[src/rtl/touch_packet_rx.sv]
// Touch-controller serial link receiver: rxd synchronizer, 8N1 UART and 5-byte report parser.
// Delivers pen state and 12-bit X/Y with a one-cycle valid strobe.
`timescale 1ns/1ps
module touch_packet_rx #(
    parameter int unsigned CLK_HZ = 50_000_000,
    parameter int unsigned BAUD   = 9600
) (
    input  logic        clk,
    input  logic        reset,
    input  logic        rxd,
    output logic        touch_valid,
    output logic        touch_pen,
    output logic [11:0] touch_x,
    output logic [11:0] touch_y,
    output logic        frame_err,
    output logic        pkt_err
);
    localparam int unsigned DIV = CLK_HZ / BAUD;
    localparam int unsigned CW  = $clog2(DIV);
    localparam logic [CW-1:0] HALF_LOAD = CW'(DIV / 2 - 1);
    localparam logic [CW-1:0] FULL_LOAD = CW'(DIV - 1);

    localparam logic [2:0] U_IDLE      = 3'd0;
    localparam logic [2:0] U_START     = 3'd1;
    localparam logic [2:0] U_DATA      = 3'd2;
    localparam logic [2:0] U_STOP      = 3'd3;
    localparam logic [2:0] U_WAIT_HIGH = 3'd4;

    localparam logic [2:0] P_IDLE = 3'd0;
    localparam logic [2:0] P_B1   = 3'd1;
    localparam logic [2:0] P_B2   = 3'd2;
    localparam logic [2:0] P_B3   = 3'd3;
    localparam logic [2:0] P_B4   = 3'd4;

    logic          sync1_d, sync1_q, rxs_d, rxs_q;
    logic [2:0]    ustate_d, ustate_q;
    logic [CW-1:0] cnt_d, cnt_q;
    logic [2:0]    bit_idx_d, bit_idx_q;
    logic [7:0]    shift_d, shift_q;
    logic          byte_rdy_d, byte_rdy_q;
    logic          frame_err_d, frame_err_q;

    logic [2:0]    pstate_d, pstate_q;
    logic          pen_sh_d, pen_sh_q;
    logic [11:0]   x_sh_d, x_sh_q;
    logic [6:0]    y_sh_d, y_sh_q;
    logic          touch_valid_d, touch_valid_q;
    logic          pkt_err_d, pkt_err_q;
    logic          touch_pen_d, touch_pen_q;
    logic [11:0]   touch_x_d, touch_x_q;
    logic [11:0]   touch_y_d, touch_y_q;

    logic          cnt_zero;
    logic [7:0]    rx_byte;

    always_comb begin
        sync1_d = rxd;
        rxs_d   = sync1_q;
    end

    // UART receiver: the counter times half a bit to the start-bit centre, then whole bits.
    always_comb begin
        ustate_d    = ustate_q;
        cnt_d       = cnt_q;
        bit_idx_d   = bit_idx_q;
        shift_d     = shift_q;
        byte_rdy_d  = 1'b0;
        frame_err_d = 1'b0;
        cnt_zero    = (cnt_q == '0);
        case (ustate_q)
            U_IDLE: begin
                if (!rxs_q) begin
                    ustate_d = U_START;
                    cnt_d    = HALF_LOAD;
                end
            end
            U_START: begin
                if (!cnt_zero) begin
                    cnt_d = cnt_q - 1'b1;
                end else if (!rxs_q) begin
                    ustate_d  = U_DATA;
                    cnt_d     = FULL_LOAD;
                    bit_idx_d = '0;
                end else begin
                    ustate_d = U_IDLE;
                end
            end
            U_DATA: begin
                if (!cnt_zero) begin
                    cnt_d = cnt_q - 1'b1;
                end else begin
                    shift_d = {rxs_q, shift_q[7:1]};
                    cnt_d   = FULL_LOAD;
                    if (bit_idx_q == 3'd7) begin
                        ustate_d = U_STOP;
                    end else begin
                        bit_idx_d = bit_idx_q + 1'b1;
                    end
                end
            end
            U_STOP: begin
                if (!cnt_zero) begin
                    cnt_d = cnt_q - 1'b1;
                end else if (rxs_q) begin
                    byte_rdy_d = 1'b1;
                    ustate_d   = U_IDLE;
                end else begin
                    frame_err_d = 1'b1;
                    ustate_d    = U_WAIT_HIGH;
                end
            end
            U_WAIT_HIGH: begin
                if (rxs_q) begin
                    ustate_d = U_IDLE;
                end
            end
            default: ustate_d = U_IDLE;
        endcase
    end

    // shift_q holds the completed byte while byte_rdy_q is high (UART is back in idle).
    assign rx_byte = shift_q;

    always_comb begin
        pstate_d      = pstate_q;
        pen_sh_d      = pen_sh_q;
        x_sh_d        = x_sh_q;
        y_sh_d        = y_sh_q;
        touch_valid_d = 1'b0;
        pkt_err_d     = 1'b0;
        touch_pen_d   = touch_pen_q;
        touch_x_d     = touch_x_q;
        touch_y_d     = touch_y_q;
        if (frame_err_q) begin
            pstate_d = P_IDLE;
        end else if (byte_rdy_q) begin
            if (rx_byte[7]) begin
                pkt_err_d = (pstate_q != P_IDLE);
                pen_sh_d  = rx_byte[0];
                pstate_d  = P_B1;
            end else begin
                case (pstate_q)
                    P_B1: begin
                        x_sh_d[6:0] = rx_byte[6:0];
                        pstate_d    = P_B2;
                    end
                    P_B2: begin
                        x_sh_d[11:7] = rx_byte[4:0];
                        pstate_d     = P_B3;
                    end
                    P_B3: begin
                        y_sh_d   = rx_byte[6:0];
                        pstate_d = P_B4;
                    end
                    P_B4: begin
                        touch_pen_d   = pen_sh_q;
                        touch_x_d     = x_sh_q;
                        touch_y_d     = {rx_byte[4:0], y_sh_q};
                        touch_valid_d = 1'b1;
                        pstate_d      = P_IDLE;
                    end
                    default: ;
                endcase
            end
        end
    end

    always_ff @(posedge clk or posedge reset) begin
        if (reset) begin
            sync1_q       <= 1'b1;
            rxs_q         <= 1'b1;
            ustate_q      <= U_IDLE;
            cnt_q         <= '0;
            bit_idx_q     <= '0;
            shift_q       <= '0;
            byte_rdy_q    <= 1'b0;
            frame_err_q   <= 1'b0;
            pstate_q      <= P_IDLE;
            pen_sh_q      <= 1'b0;
            x_sh_q        <= '0;
            y_sh_q        <= '0;
            touch_valid_q <= 1'b0;
            pkt_err_q     <= 1'b0;
            touch_pen_q   <= 1'b0;
            touch_x_q     <= '0;
            touch_y_q     <= '0;
        end else begin
            sync1_q       <= sync1_d;
            rxs_q         <= rxs_d;
            ustate_q      <= ustate_d;
            cnt_q         <= cnt_d;
            bit_idx_q     <= bit_idx_d;
            shift_q       <= shift_d;
            byte_rdy_q    <= byte_rdy_d;
            frame_err_q   <= frame_err_d;
            pstate_q      <= pstate_d;
            pen_sh_q      <= pen_sh_d;
            x_sh_q        <= x_sh_d;
            y_sh_q        <= y_sh_d;
            touch_valid_q <= touch_valid_d;
            pkt_err_q     <= pkt_err_d;
            touch_pen_q   <= touch_pen_d;
            touch_x_q     <= touch_x_d;
            touch_y_q     <= touch_y_d;
        end
    end

    assign touch_valid = touch_valid_q;
    assign touch_pen   = touch_pen_q;
    assign touch_x     = touch_x_q;
    assign touch_y     = touch_y_q;
    assign frame_err   = frame_err_q;
    assign pkt_err     = pkt_err_q;

endmodule

[config.mk]
export PLATFORM = sky130hd
export DESIGN_NAME = touch_packet_rx
export DESIGN_NICKNAME = d
export VERILOG_FILES = /design/src/rtl/touch_packet_rx.sv
export SDC_FILE = /design/constraint.sdc
export NUM_CORES = 1
export LEC_CHECK = 0
export CORE_UTILIZATION = 45
export DETAILED_ROUTE_END_ITERATION = 10
export GPL_TIMING_DRIVEN = 0
export SLEW_MARGIN = 0
export SYNTH_ARGS = -nofsm -noshare
export SYNTH_HDL_FRONTEND = slang
export SYNTH_SLANG_ARGS = --single-unit
[constraint.sdc]
create_clock -name clk -period 5.2 [get_ports clk]
set_input_delay 0.78 -clock clk [delete_from_list [all_inputs] [get_ports clk]]
set_output_delay 0.78 -clock clk [all_outputs]
set_load 0.02 [all_outputs]
Word level (Yosys, flattened, before mapping):

Cells that the tools add are included.

* bits in registers: 81
* bits of input ports: 3
* output and inout port bits: 28
* logic and storage cells: 95

* add/sub/neg operators: 2
* equality and inequality tests: 19
* mux-type cells: 37
* bitwise logic cells: 2
* reduce and logical (&&, ||, !) cells: 17

Operator list (count)
* 13-bit 2-to-1 mux: 5
* 13-bit case mux with 4 select lines: 1
* 3-bit 2-to-1 mux: 14
* 4-bit AND reduction: 5
* 2-bit != test, second input constant: 9
* 3-bit case mux with 5 select lines: 1
* 13-bit logical NOT: 1
* 1-bit 2-to-1 mux: 13
* 13-bit by 1-bit subtractor with 13-bit output, second input constant: 1
* 3-bit by 2-bit == test with 1-bit output, second input constant: 4
* 3-bit case mux with 4 select lines: 1
* 3-bit == test, second input constant: 3
* 3-bit by 1-bit == test with 1-bit output, second input constant: 2
* 3-bit case mux with 2 select lines: 1
* 6-bit AND reduction: 1
* 6-bit nonzero test: 1
* 5-bit AND reduction: 1
* 2-bit AND reduction: 2
* 2-bit nonzero test: 2
* 4-bit nonzero test: 1
* 3-bit by 1-bit adder with 3-bit output, second input constant: 1
* 3-bit logical NOT: 1
* 3-bit != test, second input constant: 1
* 3-bit AND reduction: 1
* other kinds (3): 4

Logic depth before layout (Yosys ltp):

Gate-level depths: netlist of run 1.

* depth in word-level cells: 5
* depth in mapped cells: 8

Least setup slack after synthesis of run 1:

OpenSTA, ideal clock, no wires.

* kind: reg2reg
* start point: register cnt_q[0]
* end point: register cnt_q[2]
* data arrival time: 2270 ps
* path slack: 2804 ps
* cell stages (with the launch flop): 9
* clock period less this slack: 2396 ps
* cells stage by stage: dfrtp_1 inv_1 ha_1 or4b_1 clkbuf_1 or4_1 buf_6 and2_4 a221o_1

* longest elaborated chain between the ends: 3
* elaborated cells on any way between the ends: 9

Ends and longest elaborated chain
* start, declared: line 37 `logic [CW-1:0] cnt_d, cnt_q;`
* start signal, assigned: line 191 `cnt_q <= cnt_d;`
* 13-bit by 1-bit subtractor with 13-bit output / 13-bit logical NOT (equally long branches)
* 13-bit 2-to-1 mux, or another cell as far along: line 102 `if (!cnt_zero) begin`
* 13-bit case mux with 4 select lines / 4-bit AND reduction (equally long branches)

Parallel ways exist; a longest one is shown, timed or not. The select of a mux whose other input is x is not followed.
A chain may end at the register's enable or synchronous reset.

Worst setup path in the final report of run 1:

Same ends and word-level chain as after synthesis.

==> results of run 1 <==
## worst paths after layout
check / start / to / depth (start not counted)
worst max-delay path: cnt_q[0] / cnt_q[2] / 7
worst max register to register: cnt_q[0] / cnt_q[2] / 7
min in group asynchronous: reset / x_sh_q[10] / 2
worst min-delay path: rxs_d / rxs_q / 0
max in group asynchronous: reset / rxs_q / 3
worst min register to register: rxs_d / rxs_q / 0
## registers in the layout, summed over array words and instances, names as in the netlist
register	cells
ustate_q	3
x_sh_q	12
frame_err	1
rx_byte	8
pen_sh_q	1
pkt_err	1
touch_x	12
touch_y	12
bit_idx_q	3
cnt_q	13
touch_pen	1
pstate_q	3
byte_rdy_q	1
y_sh_q	7
rxs_q	1
touch_valid	1
rxs_d	1
## synthesized netlist by cell type, types with 2 or more instances
cell | n | area (um^2)
dfrtp_1 | 79 | 1980
buf_2 | 2 | 10.0
nand3_1 | 7 | 35.0
o21ai_0 | 10 | 50.1
nor4_1 | 7 | 43.8
nor3b_1 | 4 | 30.0
o221a_2 | 2 | 22.5
inv_1 | 7 | 26.3
or4_4 | 2 | 22.5
nand3b_1 | 4 | 30.0
nand2_1 | 6 | 22.5
a21oi_1 | 8 | 40.0
dfstp_2 | 2 | 52.6
and3_1 | 3 | 18.8
ha_1 | 4 | 50.1
nand4_1 | 2 | 12.5
or4_1 | 4 | 30.0
a221o_1 | 4 | 40.0
buf_6 | 3 | 33.8
nor3_1 | 7 | 35.0
nor2_1 | 16 | 60.1
a22oi_1 | 2 | 15.0
o2bb2ai_1 | 2 | 17.5
a31oi_1 | 3 | 18.8
nand2b_1 | 4 | 25.0
a22o_1 | 4 | 35.0
mux2_2 | 53 | 597
a311oi_1 | 2 | 17.5
clkbuf_1 | 13 | 48.8
o211ai_1 | 3 | 22.5
and4_1 | 2 | 17.5
## final cells by class
type                            count  area share, %
Clock buffer                       10           3.23
Buffer                             18           2.17
Timing Repair Buffer               31           7.69
Sequential cell                    81           47.6
Tap cell                          102           2.99
Clock inverter                      6           1.14
Multi-Input combinational cell    183           34.5
Inverter                            7          0.675
## metal layers
layer	routed length, um	global-route usage, %
met3	283	2.90
met2	3030	25.4
met4	123	8.20
met1	3590	27.9
met5	0	0
## cell families after synthesis
| family | count (synthesis) | synth area share (%) |
|---|---|---|
| buffers and inverters | 25 | 3.28 |
| flip-flops | 81 | 56.0 |
| AND/OR/NAND/NOR | 77 | 12.7 |
| multiplexers | 53 | 16.5 |
| AO/OA/AOI/OAI | 48 | 9.85 |
| XOR/XNOR | 1 | 0.242 |
| adder cells (fa/ha/maj) | 4 | 1.38 |
## stage by stage
stage / hold WS [ns] / util, % / total power, W / worst slack [ns] / instance area, um^2
2_1_floorplan: 0.345 / - / 0.000654 / 2.34 / 3620
6_report: 0.360 / 54.9 / 0.00108 / 2.57 / 4270
3_5_place_dp: 0.347 / 52.5 / 0.000663 / 2.62 / 4080
3_3_place_gp: 0.346 / 52.1 / 0.000660 / 1.01 / 4050
4_1_cts: 0.360 / 54.9 / 0.00109 / 2.60 / 4270
5_1_grt: 0.370 / 54.9 / 0.00112 / 2.45 / 4270
## power groups by stage
| stage | clock network, W | registers, W | logic (W) |
|---|---|---|---|
| detailed placement | 0 | 0.000644 | 0.0000190 |
| floorplan | 0 | 0.000644 | 0.0000104 |
| finish | 0.000430 | 0.000631 | 0.0000178 |
| CTS | 0.000444 | 0.000631 | 0.0000190 |
| global placement | 0 | 0.000644 | 0.0000157 |
| global route | 0.000470 | 0.000632 | 0.0000210 |
## critical path: stages, from the launching register on
cell and delay [ns]:
dfrtp_1 0.39, inv_1 0.11, ha_1 0.15, or4b_1 0.44, clkbuf_1 0.23, o41ai_2 0.74
nor3b_1 0.14, a221o_1 0.31
==> flow_metrics.py, run 1 <==
metrics = {
    "status": {
        "run_status": "finished clean",
    },
    "logic_synthesis": {
        "syn_nets": 296,
        "syn_area_um2": 3620,
        "yosysUniqueCellTypes": 49,
        "ys_seq_elements": 81,
        "synth_cells": 289,
        "syn_area_per_cell_um2": 12.5,
        "synth_seq_area_share_pct": 56.0,
        "synth_edf_count": 0,
        "async_flop_share_pct": 100,
        "ys_warn_count": 0,
        "ys.flop_type": "dfrtp_1",
    },
    "clock_network": {
        "hold_buffers": 0,
        "cts-root-buf": "clkbuf_8",
        "insertion_delay_ns": 0.36,
        "post_cts_resized": 0,
        "numCtsBuffers": 9,
        "cts-htree-levels": 3,
        "postCtsSetupBuffers": 0,
        "clockBufferDepth": 2,
        "clock_sinks": 81,
        "cts.clk_slew.worst_paths_ns": 0.08,
        "cts_tree": "yes",
    },
    "sta": {
        "max_freq_ghz": 0.380,
        "finalMaxSlewViolations": 0,
        "fin_crit_ns": 2.63,
        "tightest_slew_ns": 0.771,
        "setup_violations": 0,
        "final.setup_skew_ns": 0.00922,
        "setup_tns_ns": 0,
        "hold_viol": 0,
        "fin_crit_sh_pct": 50.6,
        "relSlewSlack_pct": 48.0,
        "rsz0062_at_grt": "no",
    },
    "worst_setup_path": {
        "reg2reg_slack_ns": 2.57,
        "worstPathRequired_ns": 5.43,
        "crit_path_end_kind": "flop",
        "critical_path_class": "flop to flop",
        "arrival_ns": 2.86,
        "cp_max_fo": 10,
        "crit_path_start_kind": "flop",
    },
    "route": {
        "ant_nets": 0,
        "wl_per_cell_um": 16.0,
        "drt_iter0_markers": 107,
        "route.detailed.drc": 0,
        "wirelength_um": 7020,
        "dr.pass1.iters": 4,
        "viasPerCell": 5.63,
        "dr_total_vias": 2466,
    },
    "floorplan": {
        "core-area_um2": 7770,
        "start_util_pct": 46.6,
        "die_w_um": 91.7,
        "pin_count": 31,
        "die_h_um": 91.7,
        "rows": 32,
        "die_area_um2": 8410,
    },
    "power": {
        "intPower_w": 0.000825,
        "p_seq_share_pct": 58.5,
        "switching_share_pct": 23.6,
        "p_comb_share_pct": 1.6,
        "power_density_nw_per_um2": 253,
        "power_leakage_nw": 1.95,
        "switching_power_w": 0.000254,
        "ir_drop_v": 0.000142,
        "pwr-share-clk_pct": 39.9,
    },
    "layout": {
        "ff_latch_area_um2": 2030,
        "num_antenna_cells": 0,
        "final_cell_mix": "79 x dfrtp_1, 53 x mux2_2, 30 x clkdlybuf4s50_1",
        "finalNonFillerCells": 438,
        "layout_commonest_cell": "dfrtp_1",
        "area_growth_pct": 17.8,
        "fin_nets": 338,
        "drive_gt1_share_pct": 26.2,
        "multi_input_area_um2": 1470,
        "n_fill_cell": 689,
    },
    "global_routing": {
        "grt_overflow": 0,
        "grt_usage_pct": 18.3,
        "grt_pass1_wl_um": 11900,
        "grt_max_degree": 69,
        "antenna_found_initial": 0,
        "grt_pass1_vias": 2386,
    },
    "place": {
        "place_hpwl_um": 4620,
        "routabilityCongestion": 0.857,
        "port_buffers": 30,
        "dp_cells": 422,
    },
    "worst_hold_path": {
        "hp-class": "flop to flop",
    },
    "run": {
        "max-cap-violations": 0,
    },
}
(Power assumes the default switching activity.)
==> inputs of run 2 (changes only) <==
Clock period 5.2 ns to 2.75 ns, I/O delays scaled along.
==> results of run 2 <==
The final DEF is identical to that of run 1. Status: finished clean.
Main changes from that run: setup slack after placement 2.62 ns -> 0.172 ns; clock-pin slew on the worst setup and hold paths 0.08 ns -> 0.09 ns; setup slack after layout 2.57 ns -> 0.119 ns; hold slack 0.360 ns -> 0.323 ns; register-to-register setup slack 2.57 ns -> 0.12 ns; total power 0.00108 W -> 0.00204 W; worst IR drop on VDD 0.000142 V -> 0.000268 V
==> inputs of run 3 (changes only) <==
Settings changed: ABC_AREA from default to 1, ABC_CLOCK_PERIOD_IN_PS from default to 2750.
==> run 3 against run 2 <==
  * Die area is 1.3% higher
  * Critical path depth is 6 lower
  * Clock-buffer cell count stayed put
  * Register-to-register slack better by 0.94 ns
  * First-iteration DRC count is 33% higher
  * Clock skew is 0.0011 ns higher
  * Sequential share of layout area is 0.98 points lower
  * Combinational power hardly changed
  * Routed wire length is 3.4% higher
  * Design area is 2.1% higher
  * Non-clock buffer count is 9 lower
  * Worst setup slack better by 0.82 ns
  * Critical endpoint is now frame_err
==> flow_metrics.py, run 3 <==
metrics = {
    "status": {
        "run_status": "finished clean",
    },
    "floorplan": {
        "rows": 32,
        "die_area_um2": 8520,
        "pin_count": 31,
        "die_h_um": 92.3,
        "die_w_um": 92.3,
        "start_util_pct": 47.0,
        "core-area_um2": 7810,
    },
    "clock_network": {
        "post_cts_resized": 0,
        "insertion_delay_ns": 0.34,
        "clock_sinks": 81,
        "hold_buffers": 0,
        "cts-root-buf": "clkbuf_8",
        "cts_tree": "yes",
        "postCtsSetupBuffers": 0,
        "cts-htree-levels": 3,
        "numCtsBuffers": 9,
        "cts.clk_slew.worst_paths_ns": 0.08,
        "clockBufferDepth": 2,
    },
    "run": {
        "max-cap-violations": 0,
    },
    "layout": {
        "layout_commonest_cell": "nand2_1",
        "num_antenna_cells": 0,
        "final_cell_mix": "165 x nand2_1, 79 x dfrtp_1, 42 x inv_1",
        "area_growth_pct": 18.7,
        "drive_gt1_share_pct": 10.1,
        "fin_util_pct": 55.8,
        "design_area_um2": 4360,
        "fin_nets": 489,
        "largest_reg_flops": 13,
        "largest-register": "cnt_q",
    },
    "route": {
        "drt_iter0_markers": 142,
        "ant_nets": 0,
        "wl_per_cell_um": 12.3,
        "wirelength_um": 7260,
        "viasPerCell": 4.83,
        "dr_total_vias": 2846,
        "dr.pass1.iters": 4,
        "route.detailed.drc": 0,
    },
    "sta": {
        "tightest_slew_ns": 0.574,
        "holdWs_ns": 0.361,
        "setup_violations": 0,
        "fin_crit_ns": 1.81,
        "finalMaxSlewViolations": 0,
        "final.setup_skew_ns": 0.0103,
        "max_freq_ghz": 0.553,
        "rsz0062_at_grt": "no",
        "fin_crit_sh_pct": 65.8,
        "relSlewSlack_pct": 61.6,
        "fin_ws_ns": 0.942,
        "hold_viol": 0,
    },
    "power": {
        "power_density_nw_per_um2": 508,
        "ir_drop_v": 0.000268,
        "power_leakage_nw": 2.24,
        "power_w": 0.00221,
    },
    "logic_synthesis": {
        "yosysTopAreaCellShare_pct": 53.9,
        "synth_common_cells": "165 x nand2_1, 79 x dfrtp_1, 43 x inv_1, 39 x o21ai_0, 32 x nor2_1",
        "ys_seq_elements": 81,
        "synth_edf_count": 0,
        "synth_cells": 440,
        "syn_nets": 447,
        "synthMostInstantiatedCell": "nand2_1",
        "ys.flop_type": "dfrtp_1",
        "yosys.area.top_type": "dfrtp_1",
        "yosysUniqueCellTypes": 25,
        "async_flop_share_pct": 100,
        "synthTopCellsByArea": "dfrtp_1 54%, nand2_1 17%, o21ai_0 5.3%",
        "syn_area_per_cell_um2": 8.34,
        "synth_seq_area_share_pct": 55.3,
        "syn_area_um2": 3670,
        "ys_warn_count": 0,
    },
    "worst_setup_path": {
        "cp_slowest_cell": "clkdlybuf4s50_1",
        "critPathMaxStageDelay_ns": 0.63,
        "critPathTopFamily": "buffers and inverters",
        "critical_path_class": "flop to output port",
        "crit_path_end_kind": "output port",
        "critPathBufInv": 1,
        "crit_path_start_kind": "flop",
        "arrival_ns": 1.40,
        "worstPathRequired_ns": 2.34,
        "reg2reg_slack_ns": 1.06,
        "crit_chain": "clkdlybuf4s50_1",
        "cp_max_fo": 4,
    },
    "global_routing": {
        "grt_pass1_vias": 2734,
        "grt_pass1_wl_um": 12800,
        "grt_overflow": 0,
        "antenna_found_initial": 0,
        "grt_usage_pct": 19.1,
        "grt_max_degree": 61,
    },
    "place": {
        "place_ws_ns": 1.08,
        "place_hpwl_um": 5190,
        "dpl_cell_area_um2": 4130,
        "routabilityCongestion": 0.815,
        "port_buffers": 30,
    },
    "worst_hold_path": {
        "hp-class": "flop to flop",
    },
}
-- run 3: area by class of cell --
type / count / area, um^2
flip-flops and latches: 81 / 2030
inverters: 45 / 171
fillers: 762 / 3450
multi-input cells: 305 / 1420
clock buffers: 10 / 138
plain buffers: 9 / 52.6
well taps: 102 / 128
repair buffers: 31 / 328
clock inverters: 6 / 90.1
-- run 3: cells by family after synthesis --
group	count (synthesis)	synth area share (%)
AO/OA/AOI/OAI	57	8.93
buffers and inverters	54	6.03
XOR/XNOR	3	0.716
adder cells (fa/ha/maj)	4	1.36
AND/OR/NAND/NOR	241	27.7
flip-flops	81	55.3
-- run 3: through the flow --
step	setup TNS, ns	cells
2_1_floorplan	0	440
6_report	0	589
3_3_place_gp	-86.25	572
5_1_grt	0	589
3_5_place_dp	0	573
4_1_cts	0	589
-- run 3: report_power, final --
group	switching, W	leakage, nW	total [W]	internal (W)
clock	0.000444	0.113	0.000983	0.000540
combinational	0.0000264	1.06	0.0000339	0.00000755
sequential	0.000000849	1.07	0.00119	0.00119
total	0.000471	2.24	0.00221	0.00174
-- run 3: final timing paths --
kind,start,to,cells after the start
setup / recovery,frame_err,frame_err,1
hold / removal,rxs_d,rxs_q,0
setup reg to reg,ustate_q[0],cnt_q[9],7
hold reg to reg,rxs_d,rxs_q,0
max in group asynchronous,reset,rxs_q,3
min in group asynchronous,reset,cnt_q[11],2
-- run 3: per-layer routing --
layer / GRT usage, % / vias to the layer above / wire length [um]
li1: - / 1472 / -
met1: 25.2 / 1327 / 3480
met2: 31.5 / 39 / 3490
met3: 3.53 / 8 / 197
met4: 6.64 / 0 / 91
met5: 0 / - / 0
